[config.mk]
export PLATFORM = sky130hd
export DESIGN_NAME = video_timing_gen
export DESIGN_NICKNAME = d
export VERILOG_FILES = /design/src/rtl/video_timing_gen.sv
export SDC_FILE = /design/constraint.sdc
export NUM_CORES = 1
export LEC_CHECK = 0
export ABC_AREA = 1
export CAP_MARGIN = 20
export CORE_ASPECT_RATIO = 2
export CORE_MARGIN = 2
export CORE_UTILIZATION = 30
export DETAILED_ROUTE_END_ITERATION = 6
export SLEW_MARGIN = 15
export SYNTH_ARGS = -nofsm -noshare
export SYNTH_HDL_FRONTEND = slang
export SYNTH_SLANG_ARGS = --single-unit
[constraint.sdc]
create_clock -name clk -period 5 [get_ports clk]
set_clock_uncertainty 0.1 [all_clocks]
set_input_delay 0.5 -clock clk [delete_from_list [all_inputs] [get_ports clk]]
set_output_delay 0.5 -clock clk [all_outputs]
set_load 0.01 [all_outputs]
[src/rtl/video_timing_gen.sv]
// Raster timing generator: blanking, sync, data-enable, pixel coordinates and a
// line-repeating frame-buffer address, advancing one position per pixel clock-enable.
module video_timing_gen #(
    parameter int H_BITS     = 10,
    parameter int V_BITS     = 10,
    parameter int H_ACTIVE   = 640,
    parameter int H_FP       = 16,
    parameter int H_SYNC     = 96,
    parameter int H_BP       = 48,
    parameter int V_ACTIVE   = 480,
    parameter int V_FP       = 10,
    parameter int V_SYNC     = 2,
    parameter int V_BP       = 33,
    parameter bit H_SYNC_POL = 1'b0,
    parameter bit V_SYNC_POL = 1'b0,
    parameter int ADDR_BITS  = 19,
    parameter int ADDR_SHIFT = 0
) (
    input  logic                 clk,
    input  logic                 rst_n,
    input  logic                 ce,
    input  logic                 en,
    output logic                 h_blank,
    output logic                 v_blank,
    output logic                 h_sync,
    output logic                 v_sync,
    output logic                 de,
    output logic [H_BITS-1:0]    x,
    output logic [V_BITS-1:0]    y,
    output logic [ADDR_BITS-1:0] addr,
    output logic                 line_start,
    output logic                 frame_start,
    output logic                 running
);

    localparam int H_TOTAL = H_ACTIVE + H_FP + H_SYNC + H_BP;
    localparam int V_TOTAL = V_ACTIVE + V_FP + V_SYNC + V_BP;

    localparam logic [H_BITS-1:0] H_LAST       = H_BITS'(H_TOTAL - 1);
    localparam logic [H_BITS-1:0] H_ACT_END    = H_BITS'(H_ACTIVE);
    localparam logic [H_BITS-1:0] H_SYNC_START = H_BITS'(H_ACTIVE + H_FP);
    localparam logic [H_BITS-1:0] H_SYNC_END   = H_BITS'(H_ACTIVE + H_FP + H_SYNC);
    localparam logic [V_BITS-1:0] V_LAST       = V_BITS'(V_TOTAL - 1);
    localparam logic [V_BITS-1:0] V_ACT_END    = V_BITS'(V_ACTIVE);
    localparam logic [V_BITS-1:0] V_ACT_LAST   = V_BITS'(V_ACTIVE - 1);
    localparam logic [V_BITS-1:0] V_SYNC_START = V_BITS'(V_ACTIVE + V_FP);
    localparam logic [V_BITS-1:0] V_SYNC_END   = V_BITS'(V_ACTIVE + V_FP + V_SYNC);
    localparam logic [V_BITS-1:0] REP_MASK     = V_BITS'((1 << ADDR_SHIFT) - 1);

    localparam logic [1:0] ST_IDLE  = 2'd0;
    localparam logic [1:0] ST_RUN   = 2'd1;
    localparam logic [1:0] ST_DRAIN = 2'd2;

    logic [1:0]           state_q, state_d;
    logic [H_BITS-1:0]    hc_q, hc_d;
    logic [V_BITS-1:0]    vc_q, vc_d;
    logic [ADDR_BITS-1:0] line_base_q, line_base_d;

    logic                 h_blank_q, h_blank_d, v_blank_q, v_blank_d;
    logic                 h_sync_q, h_sync_d, v_sync_q, v_sync_d;
    logic                 de_q, de_d;
    logic [H_BITS-1:0]    x_q, x_d;
    logic [V_BITS-1:0]    y_q, y_d;
    logic [ADDR_BITS-1:0] addr_q, addr_d;
    logic                 line_start_q, line_start_d;
    logic                 frame_start_q, frame_start_d;
    logic                 running_q, running_d;

    logic                 line_wrap, frame_wrap;
    logic                 advance, go_idle, present;
    logic                 hb, vb;

    always_comb begin
        state_d       = state_q;
        hc_d          = hc_q;
        vc_d          = vc_q;
        line_base_d   = line_base_q;
        h_blank_d     = h_blank_q;
        v_blank_d     = v_blank_q;
        h_sync_d      = h_sync_q;
        v_sync_d      = v_sync_q;
        de_d          = de_q;
        x_d           = x_q;
        y_d           = y_q;
        addr_d        = addr_q;
        running_d     = running_q;
        line_start_d  = 1'b0;
        frame_start_d = 1'b0;
        advance       = 1'b0;
        go_idle       = 1'b0;
        present       = 1'b0;
        hb            = 1'b1;
        vb            = 1'b1;

        line_wrap  = (hc_q == H_LAST);
        frame_wrap = line_wrap && (vc_q == V_LAST);

        if (ce) begin
            case (state_q)
                ST_IDLE: begin
                    if (en) begin
                        state_d = ST_RUN;
                        present = 1'b1;
                    end
                end
                ST_RUN: begin
                    advance = 1'b1;
                    if (!en) begin
                        state_d = frame_wrap ? ST_IDLE : ST_DRAIN;
                        go_idle = frame_wrap;
                    end
                    present = !go_idle;
                end
                ST_DRAIN: begin
                    advance = 1'b1;
                    if (frame_wrap) begin
                        state_d = en ? ST_RUN : ST_IDLE;
                        go_idle = !en;
                    end
                    present = !go_idle;
                end
                default: begin
                    state_d = ST_IDLE;
                    go_idle = 1'b1;
                end
            endcase
        end

        // Line base steps at the end of a line: cleared after the last active
        // line, bumped after the last repeat of each source line.
        if (advance) begin
            hc_d = line_wrap ? '0 : hc_q + H_BITS'(1);
            if (line_wrap) begin
                vc_d = (vc_q == V_LAST) ? '0 : vc_q + V_BITS'(1);
                if (vc_q == V_ACT_LAST) begin
                    line_base_d = '0;
                end else if ((vc_q < V_ACT_END) && ((vc_q & REP_MASK) == REP_MASK)) begin
                    line_base_d = line_base_q + ADDR_BITS'(H_ACTIVE);
                end
            end
        end

        if (go_idle) begin
            hc_d        = '0;
            vc_d        = '0;
            line_base_d = '0;
            h_blank_d   = 1'b1;
            v_blank_d   = 1'b1;
            h_sync_d    = ~H_SYNC_POL;
            v_sync_d    = ~V_SYNC_POL;
            de_d        = 1'b0;
            x_d         = '0;
            y_d         = '0;
            addr_d      = '0;
            running_d   = 1'b0;
        end

        if (present) begin
            hb            = (hc_d >= H_ACT_END);
            vb            = (vc_d >= V_ACT_END);
            h_blank_d     = hb;
            v_blank_d     = vb;
            de_d          = !hb && !vb;
            h_sync_d      = ((hc_d >= H_SYNC_START) && (hc_d < H_SYNC_END)) ? H_SYNC_POL : ~H_SYNC_POL;
            v_sync_d      = ((vc_d >= V_SYNC_START) && (vc_d < V_SYNC_END)) ? V_SYNC_POL : ~V_SYNC_POL;
            x_d           = hc_d;
            y_d           = vc_d;
            addr_d        = (!hb && !vb) ? line_base_d + ADDR_BITS'(hc_d) : '0;
            line_start_d  = (hc_d == '0);
            frame_start_d = (hc_d == '0) && (vc_d == '0);
            running_d     = 1'b1;
        end
    end

    always_ff @(posedge clk or negedge rst_n) begin
        if (!rst_n) begin
            state_q       <= ST_IDLE;
            hc_q          <= '0;
            vc_q          <= '0;
            line_base_q   <= '0;
            h_blank_q     <= 1'b1;
            v_blank_q     <= 1'b1;
            h_sync_q      <= ~H_SYNC_POL;
            v_sync_q      <= ~V_SYNC_POL;
            de_q          <= 1'b0;
            x_q           <= '0;
            y_q           <= '0;
            addr_q        <= '0;
            line_start_q  <= 1'b0;
            frame_start_q <= 1'b0;
            running_q     <= 1'b0;
        end else begin
            state_q       <= state_d;
            hc_q          <= hc_d;
            vc_q          <= vc_d;
            line_base_q   <= line_base_d;
            h_blank_q     <= h_blank_d;
            v_blank_q     <= v_blank_d;
            h_sync_q      <= h_sync_d;
            v_sync_q      <= v_sync_d;
            de_q          <= de_d;
            x_q           <= x_d;
            y_q           <= y_d;
            addr_q        <= addr_d;
            line_start_q  <= line_start_d;
            frame_start_q <= frame_start_d;
            running_q     <= running_d;
        end
    end

    assign h_blank     = h_blank_q;
    assign v_blank     = v_blank_q;
    assign h_sync      = h_sync_q;
    assign v_sync      = v_sync_q;
    assign de          = de_q;
    assign x           = x_q;
    assign y           = y_q;
    assign addr        = addr_q;
    assign line_start  = line_start_q;
    assign frame_start = frame_start_q;
    assign running     = running_q;

endmodule

==> out/metrics.csv, run 1 <==
metric;value;unit
outcome;complete, no violations;
Resized Gates After CTS;0;
core region area;16300;µm²
Cell variety after synth;40;
Post-Route WL;13300;µm
Worst Path Required;5.14;ns
Avg Inst Size Synth;7.95;µm²
slew margin rel.;0.375;
Final Hold Violating Endpoints;0;
Final period util;0.863;
yosys warns;0;
htree depth;3;
Setup WS pre-CTS;0.636;ns
gpl congestion;0.917;
Startpoint Class;flop;
mapped cell area;4960;µm²
CP peak stage delay;0.41;ns
slowest CP cell;fa_1;
Worst Path Arrival;4.46;ns
n_diodes;0;
DR pass1 iterations;4;
final total power;0.00304;W
# port buffers;50;
final core occ;0.372;
num rows;66;
R2R Path End;addr[14];
vias in the first global route;4399;
most numerous cell on the critical path;nand2_1;
share of cells above drive strength 1;0.107;
die height;186;µm
CP Class;reg -> reg;
VDD IR max;0.000241;V
Worst Reg-to-Reg Cells;27;
clk_lat worst skew;0.35;ns
CTS buffer count;9;
worst slew pin tran;0.937;ns
Synthesized Nets;647;
minimum clock period;4.32;ns
CP endpoint kind;flop;
Sink Count;88;
Starting Density;0.305;
DRC;0;
Clock transition at path regs;0.06;ns
Layout area overhead;22.0;%
setup ws final;0.685;ns
detailed placer's ending HPWL;10400;µm
first-pass GRT wire length;21800;µm
cell count after synthesis;624;
RSZ-0062 raised after global routing;false;
power per cell area;502;nW/µm²
flop2flop setup slack;0.68;ns
initial antenna violation count;0;
IO Pins;51;
DR vias;4239;
Setup Viol. Count Final;0;
Post-DRT Antenna Nets;0;
TNS Setup;0;ns
overall routing resource usage;0.164;
leak pwr;2.99;nW
max frequency;0.232;GHz
largest net degree at the start of global routing;52;
Worst Hold Class;in -> async;
RR Startpoint;hc_q[0];
remaining global-route overflow;0;
final count of pins violating max slew;0;
1st-iter DRT viols;242;
WL/cell;14.9;µm
CP max FO;15;
# hold bufs at CTS;0;
Via-to-Cell Ratio;4.75;
NumNets Final;707;
sequential element share of the synthesized area;0.445;
Setup Buffers After CTS;0;
root buf cell;clkbuf_16;
maxcap violations;0;
Die Area;17600;µm²
CTS max path bufs;2;
die width;94.9;µm
WHS;0.000411;ns
TritonCTS clock tree;yes;
synthesis-stage register bit count;88;
## worst max path at each step
stage | endpoint | startpoint | slack (ns)
after floorplan | addr[14] | hc_q[0] | 1.40
after global placement | addr[14] | hc_q[0] | 0.78
after detailed placement | addr[14] | hc_q[0] | 0.64
after CTS | addr[14] | hc_q[0] | 0.63
after global routing | addr[18] | vc_q[0] | 0.16
final | addr[14] | hc_q[0] | 0.68
## routing by layer
layer / global-route usage / wire length [µm] / up-vias
li1: - / - / 2146
met1: 0.163 / 4830 / 2010
met2: 0.315 / 7680 / 55
met3: 0.0223 / 230 / 28
met4: 0.0904 / 533 / 0
met5: 0 / 0 / -
## cell usage after synthesis
cell / count / area (µm²)
a21oi_1: 18 / 90.1
a221oi_1: 1 / 8.76
a22o_1: 9 / 78.8
a311oi_1: 1 / 8.76
a31oi_1: 3 / 18.8
and2_1: 1 / 6.26
buf_1: 1 / 3.75
buf_2: 3 / 15.0
buf_4: 3 / 22.5
clkbuf_1: 5 / 18.8
dfrtp_1: 84 / 2100
dfstp_2: 4 / 105
fa_1: 1 / 20.0
ha_1: 18 / 225
inv_1: 79 / 297
inv_2: 6 / 22.5
nand2_1: 165 / 619
nand2_2: 5 / 31.3
nand2_4: 2 / 22.5
nand3_1: 48 / 240
nand3_4: 1 / 17.5
nand4_1: 16 / 100
nand4_2: 1 / 12.5
nor2_1: 56 / 210
nor2_2: 7 / 43.8
nor2_4: 4 / 45.0
nor2_8: 1 / 20.0
nor3_1: 10 / 50.1
nor3_2: 2 / 20.0
nor3_4: 1 / 16.3
nor3b_1: 1 / 7.51
nor4_1: 4 / 25.0
o2111ai_1: 1 / 8.76
o21ai_0: 29 / 145
o21ai_1: 1 / 5.00
o21ai_2: 10 / 87.6
o22a_1: 1 / 8.76
or2_2: 1 / 6.26
xnor2_1: 10 / 87.6
xor2_1: 10 / 87.6
## stage by stage
step           area, µm²  cells
2_1_floorplan       4960    624
3_3_place_gp        5740    877
3_5_place_dp        5740    877
4_1_cts             6050    893
5_1_grt             6050    893
6_report            6050    893
## flip-flops by register name, summed over array words and instances, names as in the netlist
signal and cells:
addr 19, de 1, frame_start 1, h_blank 1
h_sync 1, hc_q 10, line_base_q 19, line_start 1
running 1, state_q 2, v_blank 1, v_sync 1
vc_q 10, x 10, y 10
## final cells by class
| type | instances | area (µm²) |
|---|---|---|
| inverter | 85 | 319 |
| multi-input combinational | 439 | 2380 |
| sequential | 88 | 2210 |
| timing repair buffer | 61 | 581 |
| fill | 1655 | 10200 |
| tap | 204 | 255 |
| clock inverter | 5 | 61.3 |
| clock buffer | 11 | 253 |
## critical path, delay by kind of cell, from the launching register on
kind,cells,cell delay [ns]
simple gates,21,2.43
fa+ha+maj,3,0.85
flops,1,0.39
buf+inv,2,0.28
xor+xnor,1,0.14
## layout by cell type, fill, tap and decap left out, types with 2 or more instances in the layout
master / netlist / final
nand2_1: 165 / 165
dfrtp_1: 84 / 84
inv_1: 79 / 79
nor2_1: 56 / 55
clkdlybuf4s50_1: 0 / 49
nand3_1: 48 / 48
o21ai_0: 29 / 29
a21oi_1: 18 / 18
ha_1: 18 / 18
nand4_1: 16 / 16
buf_4: 3 / 12
o21ai_2: 10 / 10
xor2_1: 10 / 10
xnor2_1: 10 / 10
nor3_1: 10 / 10
a22o_1: 9 / 9
clkbuf_16: 0 / 9
nor2_2: 7 / 8
inv_2: 6 / 6
nand2_2: 5 / 5
nor2_4: 4 / 4
nor4_1: 4 / 4
dfstp_2: 4 / 4
a31oi_1: 3 / 3
inv_6: 0 / 3
nand2_4: 2 / 2
nor3_2: 2 / 2
clkbuf_8: 0 / 2
## where the power goes
group | switching, W | internal [W] | total, W
sequential | 0.000148 | 0.000911 | 0.00106
clock | 0.000294 | 0.000419 | 0.000713
combinational | 0.000768 | 0.000499 | 0.00127
## cells by family (layout without fill, tap and decap cells)
| family | Yosys count | count (layout) | share of synthesized area |
|---|---|---|---|
| DFF | 88 | 88 | 0.445 |
| adders and majority gates | 19 | 19 | 0.0494 |
| buffers and inverters | 97 | 162 | 0.0764 |
| AOI/OAI and AO/OA | 74 | 74 | 0.0928 |
| xor gates and xnor gates | 20 | 20 | 0.0353 |
| and+or+nand+nor | 326 | 326 | 0.301 |
(Power assumes the default switching activity.)
==> inputs of run 2 (changes only) <==
Settings changed: CAP_MARGIN 20 to default.
==> results of run 2 <==
No change in the layout: final DEF, timing and power equal those of run 1.
==> inputs of run 3 (changes only) <==
Settings changed: CORE_MARGIN 2 to 10, CORE_UTILIZATION 30 to 50, PLACE_DENSITY from default to 0.72.
==> out/metrics.csv, run 3 (same netlist as run 1, synthesis figures left out) <==
metric;value;unit;change
Worst Path Required;5.13;ns;was 5.14 ns
maxcap violations;0;;unchanged
Via-to-Cell Ratio;5.37;;was 4.75
hold_sp;running;;
core region area;9700;µm²;was 16300 µm²
Worst Hold Class;reg -> reg;;was in -> async
slew margin rel.;0.440;;was 0.375
Post-Route WL;13000;µm;was 13300 µm
share of cells above drive strength 1;0.101;;was 0.107
outcome;complete, no violations;;unchanged
Final period util;0.841;;was 0.863
vias in the first global route;4544;;was 4399
clock power share;0.217;;was 0.235
remaining global-route overflow;0;;unchanged
Layout area overhead;19.2;%;was 22.0%
Post-DRT Antenna Nets;0;;unchanged
RR Startpoint;hc_q[0];;unchanged
DR pass1 iterations;5;;was 4
root buf cell;clkbuf_16;;unchanged
Startpoint Class;flop;;unchanged
CTS max path bufs;2;;unchanged
WHS;0.370;ns;was 0.000411 ns
Final Hold Violating Endpoints;0;;unchanged
NumNets Final;704;;was 707
final count of pins violating max slew;0;;unchanged
minimum clock period;4.21;ns;was 4.32 ns
power per cell area;500;nW/µm²;was 502 nW/µm²
WHS Path Cells;2;;
worst slew pin tran;0.839;ns;was 0.937 ns
DR vias;4391;;was 4239
IO Pins;51;;unchanged
Setup Viol. Count Final;0;;unchanged
share of total power in sequential cells;0.357;;was 0.348
Setup Buffers After CTS;0;;unchanged
Hold Path Sink;running;;
detailed placer's ending HPWL;9980;µm;was 10400 µm
num rows;51;;was 66
most common cell after layout, fill and taps aside;nand2_1;;unchanged
Worst Reg-to-Reg Cells;27;;unchanged
Gate power share;0.425;;was 0.417
Sink Count;88;;unchanged
WL/cell;15.9;µm;was 14.9 µm
first-pass GRT wire length;21700;µm;was 21800 µm
DRC;0;;unchanged
commonest non-fill, non-tap cells in the layout;nand2_1, dfrtp_1, inv_1;;unchanged
R2R Path End;addr[14];;unchanged
P_sw;0.00120;W;was 0.00121 W
overall routing resource usage;0.182;;was 0.164
gpl congestion;0.920;;was 0.917
VDD IR max;0.000272;V;was 0.000241 V
die width;90.4;µm;was 94.9 µm
TNS Setup;0;ns;unchanged
n_diodes;0;;unchanged
leak pwr;2.95;nW;was 2.99 nW
Internal;0.00175;W;was 0.00183 W
Resized Gates After CTS;0;;unchanged
CP Class;reg -> reg;;unchanged
# port buffers;50;;unchanged
CP endpoint kind;flop;;unchanged
RSZ-0062 raised after global routing;false;;unchanged
htree depth;3;;unchanged
initial antenna violation count;0;;unchanged
CP max FO;15;;unchanged
Clock transition at path regs;0.06;ns;about the same
Starting Density;0.511;;was 0.305
die height;161;µm;was 186 µm
TritonCTS clock tree;yes;;unchanged
1st-iter DRT viols;332;;was 242
max frequency;0.238;GHz;was 0.232 GHz
largest net degree at the start of global routing;66;;was 52
clk_lat worst skew;0.34;ns;was 0.35 ns
Worst Path Arrival;4.34;ns;was 4.46 ns
CTS buffer count;9;;unchanged
Sw Share;0.407;;was 0.398
flop2flop setup slack;0.79;ns;was 0.68 ns
Die Area;14500;µm²;was 17600 µm²
## run 3: worst max-delay path, stage by stage (launching register included)
cell	delay, ns
dfrtp_1	0.44
ha_1	0.24
nand2_1	0.13
nor2_4	0.18
nand3_4	0.17
nor2_4	0.19
nand3_1	0.11
nand2_2	0.09
nand2_4	0.16
nand2_1	0.14
inv_1	0.15
nand2_1	0.09
inv_1	0.05
ha_1	0.26
fa_1	0.43
nand3_1	0.11
nand2_1	0.08
nand3_1	0.08
nand2_1	0.09
nand3_1	0.08
nand2_1	0.08
nand3_1	0.08
nand2_1	0.08
nand3_1	0.17
nor2_4	0.07
xor2_1	0.15
nand2_1	0.06
nand2_1	0.04
## run 3: worst max-delay path by stage
stage	startpoint	to	cells past startpoint
finish	hc_q[0]	addr[14]	27
global route	hc_q[0]	addr[14]	27
CTS	hc_q[0]	addr[14]	27
global placement	ce	addr[14]	22
floorplan	hc_q[0]	addr[14]	28
detailed placement	ce	addr[18]	22
## run 3: final cells by class
class / count / area [µm²]
Fill cell: 892 / 3790
Multi-Input combinational cell: 439 / 2380
Sequential cell: 88 / 2210
Timing Repair Buffer: 58 / 561
Inverter: 85 / 319
Clock buffer: 11 / 243
Tap cell: 132 / 165
Clock inverter: 5 / 41.3
## run 3: what timing repair did
item | in CTS | in global routing
endpoints found under the hold margin | 19 | 0
setup endpoints to repair | 0 | 0
hold buffers | 1 | 0
## run 3: metal layers
metal  wire length (µm)  GRT usage  vias up
met5                  0          0        -
met4                544      0.106        0
met3                507     0.0345       32
met2               7360      0.346      126
met1               4600      0.175     2104
li1                   -          -     2129
## run 3: through the flow
step	area, µm²	total power, W	setup slack (ns)	cells	utilization
6_report	5910	0.00296	0.795	818	0.610
2_1_floorplan	4960	0.00180	1.40	624	-
3_3_place_gp	5620	0.00230	0.766	801	0.579
4_1_cts	5910	0.00297	0.785	818	0.610
5_1_grt	5910	0.00316	0.529	818	0.610
3_5_place_dp	5620	0.00233	0.719	801	0.579
## run 3: power by group through the flow
stage	registers (W)	logic, W	clock network, W
2_1_floorplan	0.00109	0.000708	0
3_3_place_gp	0.00106	0.00124	0
3_5_place_dp	0.00107	0.00126	0
4_1_cts	0.00105	0.00127	0.000652
5_1_grt	0.00108	0.00140	0.000684
6_report	0.00106	0.00126	0.000642
